### src/rtl/regfile_scoreboard.sv
// Register file with two combinational read ports and one writeback port, plus a
// per-register busy scoreboard that flags RAW/WAW hazards for the issuing instruction.
module regfile_scoreboard #(
   parameter int XLEN   = 32,
   parameter int NREGS  = 32,
   parameter int BYPASS = 1,
   localparam int AW    = $clog2(NREGS),
   localparam int CW    = $clog2(NREGS) + 1
) (
   input  logic            clk,
   input  logic            reset,
   input  logic            we3,
   input  logic [AW-1:0]   wa3,
   input  logic [XLEN-1:0] wd3,
   input  logic [AW-1:0]   ra1,
   input  logic [AW-1:0]   ra2,
   output logic [XLEN-1:0] rd1,
   output logic [XLEN-1:0] rd2,
   input  logic            iss_en,
   input  logic [AW-1:0]   iss_rd,
   input  logic            flush,
   output logic            busy1,
   output logic            busy2,
   output logic            hazard,
   output logic [CW-1:0]   pending
);

   logic [XLEN-1:0] rf_reg [NREGS];
   logic [NREGS-1:0] busy_reg;
   logic [NREGS-1:0] busy_next;
   logic [CW-1:0]    pending_reg;
   logic [CW-1:0]    pending_next;

   logic wb_en;
   logic fwd1;
   logic fwd2;
   logic fwdw;
   logic busy_w;
   logic accept;
   logic inc;
   logic dec;

   // wb_en already excludes register 0, so forwarding never applies to it
   assign wb_en = we3 && (wa3 != '0);
   assign fwd1  = (BYPASS != 0) && wb_en && (wa3 == ra1);
   assign fwd2  = (BYPASS != 0) && wb_en && (wa3 == ra2);
   assign fwdw  = (BYPASS != 0) && wb_en && (wa3 == iss_rd);

   assign rd1 = (ra1 == '0) ? '0 : (fwd1 ? wd3 : rf_reg[ra1]);
   assign rd2 = (ra2 == '0) ? '0 : (fwd2 ? wd3 : rf_reg[ra2]);

   assign busy1  = busy_reg[ra1] && !fwd1;
   assign busy2  = busy_reg[ra2] && !fwd2;
   assign busy_w = busy_reg[iss_rd] && !fwdw;

   assign hazard = iss_en && !flush && (busy1 || busy2 || busy_w);
   assign accept = iss_en && !flush && !(busy1 || busy2 || busy_w) && (iss_rd != '0);

   assign busy_next[0] = 1'b0;

   // A newly accepted issue wins over a writeback to the same register
   for (genvar gi = 1; gi < NREGS; gi++) begin : g_busy
      logic set_bit;
      logic clr_bit;
      assign set_bit = accept && (iss_rd == AW'(gi));
      assign clr_bit = wb_en && (wa3 == AW'(gi));
      assign busy_next[gi] = !flush && (set_bit || (busy_reg[gi] && !clr_bit));
   end

   always_comb begin
      inc          = accept && !busy_reg[iss_rd];
      dec          = wb_en && busy_reg[wa3] && !(accept && (iss_rd == wa3));
      pending_next = pending_reg;
      if (flush) begin
         pending_next = '0;
      end else begin
         pending_next = pending_reg + CW'(inc) - CW'(dec);
      end
   end

   always_ff @(posedge clk) begin
      if (reset) begin
         busy_reg    <= '0;
         pending_reg <= '0;
      end else begin
         busy_reg    <= busy_next;
         pending_reg <= pending_next;
      end
   end

   always_ff @(posedge clk) begin
      if (reset) begin
         for (int i = 0; i < NREGS; i++) begin
            rf_reg[i] <= '0;
         end
      end else if (wb_en) begin
         rf_reg[wa3] <= wd3;
      end
   end

   assign pending = pending_reg;

endmodule

### config.mk
export PLATFORM = sky130hd
export DESIGN_NAME = regfile_scoreboard
export DESIGN_NICKNAME = d
export VERILOG_FILES = /design/src/rtl/regfile_scoreboard.sv
export SDC_FILE = /design/constraint.sdc
export NUM_CORES = 2
export LEC_CHECK = 0
export ABC_CLOCK_PERIOD_IN_PS = 13700
export CAP_MARGIN = 5
export CORE_MARGIN = 2
export CORE_UTILIZATION = 50
export DETAILED_ROUTE_END_ITERATION = 7
export DONT_BUFFER_PORTS = 1
export PLACE_DENSITY_LB_ADDON = 0.2
export RECOVER_POWER = 100
export SKIP_LAST_GASP = 1
export SLEW_MARGIN = 10
export SYNTH_ARGS = -nofsm -noshare
export SYNTH_HDL_FRONTEND = slang
export SYNTH_SLANG_ARGS = --single-unit
### constraint.sdc
create_clock -name clk -period 13.7 [get_ports clk]
set_input_delay 2.74 -clock clk [delete_from_list [all_inputs] [get_ports clk]]
set_output_delay 2.74 -clock clk [all_outputs]
set_load 0.01 [all_outputs]
==> metrics <==
Placement Setup Slack 5160 ps; first-pass GRT wire length 273,000 µm; Peak VDD IR 115 µV; hold_buf cts 0; placed insts 5,239; top_reg_cell synth edfxtp_1; # rows 125; final period utilization 75.4%; Synth Register Bits 1,061; Max Slew Vio Count 2,342; vias in the first global route 37,600; Netlist cell types 59; Seq/Total Area, Yosys 53.9%; Post-Route WL 192,000 µm; port buffer count 0; Pre-Repair DR Iteration Count 6; Clock Latency Late Sink 710 ps; largest net degree at the start of global routing 362; slowest CP cell clkbuf_1; P&R area growth vs syn 7.49%; worst hold path class flop to flop; Setup TNS 0 ps; Pwr Density 123 nW/µm²; Worst-path clk slew 60 ps; CP max stage delay 1200 ps; share of cells above drive strength 1 18.8%; Max-slew headroom -141%; cts repair resizes 0; Critical Path, Cell by Cell or3_1 -> o31ai_1 -> or4_1 -> clkbuf_1 -> nand2_1 -> o21ai_0; antenna violations before repair 6; asr flop ratio synth 0%; final net count 3,897; die extent in x 346 µm; grt ovf 0; max reg flops 1,024; setup violators final 0; Post-synth EDFFs 1,024; GR Util All Layers 32.0%; critical path arrival 7580 ps; Initial Util 50.3%; syn_area_per_cell 14.5 µm²; die area 119,000 µm²; 1st-iter DRT viols 5,382; Vert. Die Dim 346 µm; DR WL/cell 35.2 µm; Vias 37,400; TritonCTS clock tree done; routability cong. 0.925; Critical Path RT 10,960 ps; most common cell after layout, fill and taps aside edfxtp_1; Final Critical Period 10,320 ps; max_cap viols 68; yosys warns 0; status complete, but fails checks; Post-DRT Antenna Nets 0; gate count after technology mapping 4,039; RSZ-0062 raised after global routing false; reg2reg setup slack 8750 ps; Vias/cell 6.84; Worst Clk Skew 9.26 ps; I/O Pins 130; Critical Path Sink Type output pin; Static Leak 0.0207 µW; most frequent cells in the layout edfxtp_1, and2_0, mux4_2; Post-CTS Setup Repair Bufs 0; htree depth 3; Clock Sinks 1,061; Netlist Area Pre-Place 58,400 µm²; WS Path Type input port to output pin; Final Non-Filler Cells 5,458; Hold Violations, Final 0; hpwl dp 101,000 µm; core box area 116,000 µm²; maximum fanout along the worst path 35; failing checks capacitance limit, slew limit; Worst-Margin Slew 3620 ps; CTS root buffer clkbuf_16; Max Buffers Root-to-Sink 3; DRC viols 0; CTS Buf Count 116; crit start category input port; maximum clock frequency 96.9 MHz; PnR worst setup slack 3380 ps
[metrics by stage]
stage | hold WS, ps | power (µW) | utilization [%] | cell area [µm²]
after detailed placement | 515 | 4660 | 51.2 | 59400
after CTS | 535 | 7730 | 54.4 | 63200
after global routing | 563 | 7920 | 54.1 | 62700
final | 536 | 7740 | 54.1 | 62700
after floorplan | 467 | 4500 | - | 58500
after global placement | 508 | 4640 | 51.2 | 59400
[layer usage]
metal,track usage [%],vias up,part of all wire [%]
li1,-,15100,-
met1,43.8,19100,37
met2,49.0,2686,45
met3,9.05,425,13
met4,11.8,2,4.2
met5,0,-,0.0068
[report_power, final]
| part | switching [µW] | internal (µW) |
|---|---|---|
| clock network | 1330 | 1790 |
| logic | 424 | 373 |
| registers | 84.1 | 3750 |
[area by class of cell]
cell class	count	area [µm²]
clock inverter	70	609
clock buffer	148	3120
multi-input combinational	2564	25200
fill	9430	53300
tap	1524	1910
antenna	1	2.50
timing repair buffer	77	330
sequential	1061	31500
inverter	13	48.8
[path summary, 6_finish.rpt]
check,startpoint,to,cells after the start
min reg2reg,busy_reg[21],busy_reg[21],2
max reg2reg,busy_reg[29],pending[4],16
max,wa3[2],rd1[21],6
min,busy_reg[21],busy_reg[21],2
[synth_stat cells (9+ instances only)]
cell type / number / area [µm²]
nand3_1: 37 / 185
o211ai_1: 18 / 135
nand2b_1: 12 / 75.1
buf_1: 24 / 90.1
a221oi_1: 94 / 823
a21oi_1: 26 / 130
xor2_1: 9 / 78.8
a22oi_1: 49 / 368
xnor2_1: 11 / 96.3
nor2b_1: 25 / 156
and2_1: 997 / 6240
o21ai_0: 110 / 551
nand2_1: 97 / 364
clkbuf_1: 298 / 1120
or4_1: 15 / 113
dfxtp_1: 37 / 741
mux2i_1: 262 / 2620
inv_1: 13 / 48.8
buf_4: 42 / 315
buf_2: 62 / 310
nor2_1: 119 / 447
nor3_1: 23 / 115
edfxtp_1: 1024 / 30700
mux4_2: 507 / 11400
a211oi_1: 60 / 450
[kinds of logic (layout without fill, tap and decap cells)]
logic type / count (synthesis) / in the layout / share of synthesized area [%]
other: 1 / 33 / 0.00642
flip-flops: 1061 / 1061 / 53.9
adder cells (fa/ha/maj): 7 / 7 / 0.163
AO/OA/AOI/OAI: 379 / 379 / 4.56
buffers and inverters: 445 / 308 / 3.34
multiplexers: 775 / 775 / 24.2
AND/OR/NAND/NOR: 1351 / 1351 / 13.5
XOR/XNOR: 20 / 20 / 0.300
[worst max-delay path: cells and delay by family]
kind	cells	cell delay [ps]
AOI/OAI and AO/OA	2	1810
and+or+nand+nor	3	1770
buffers and inverters	1	1200
Power figures use the tool's default switching activity.
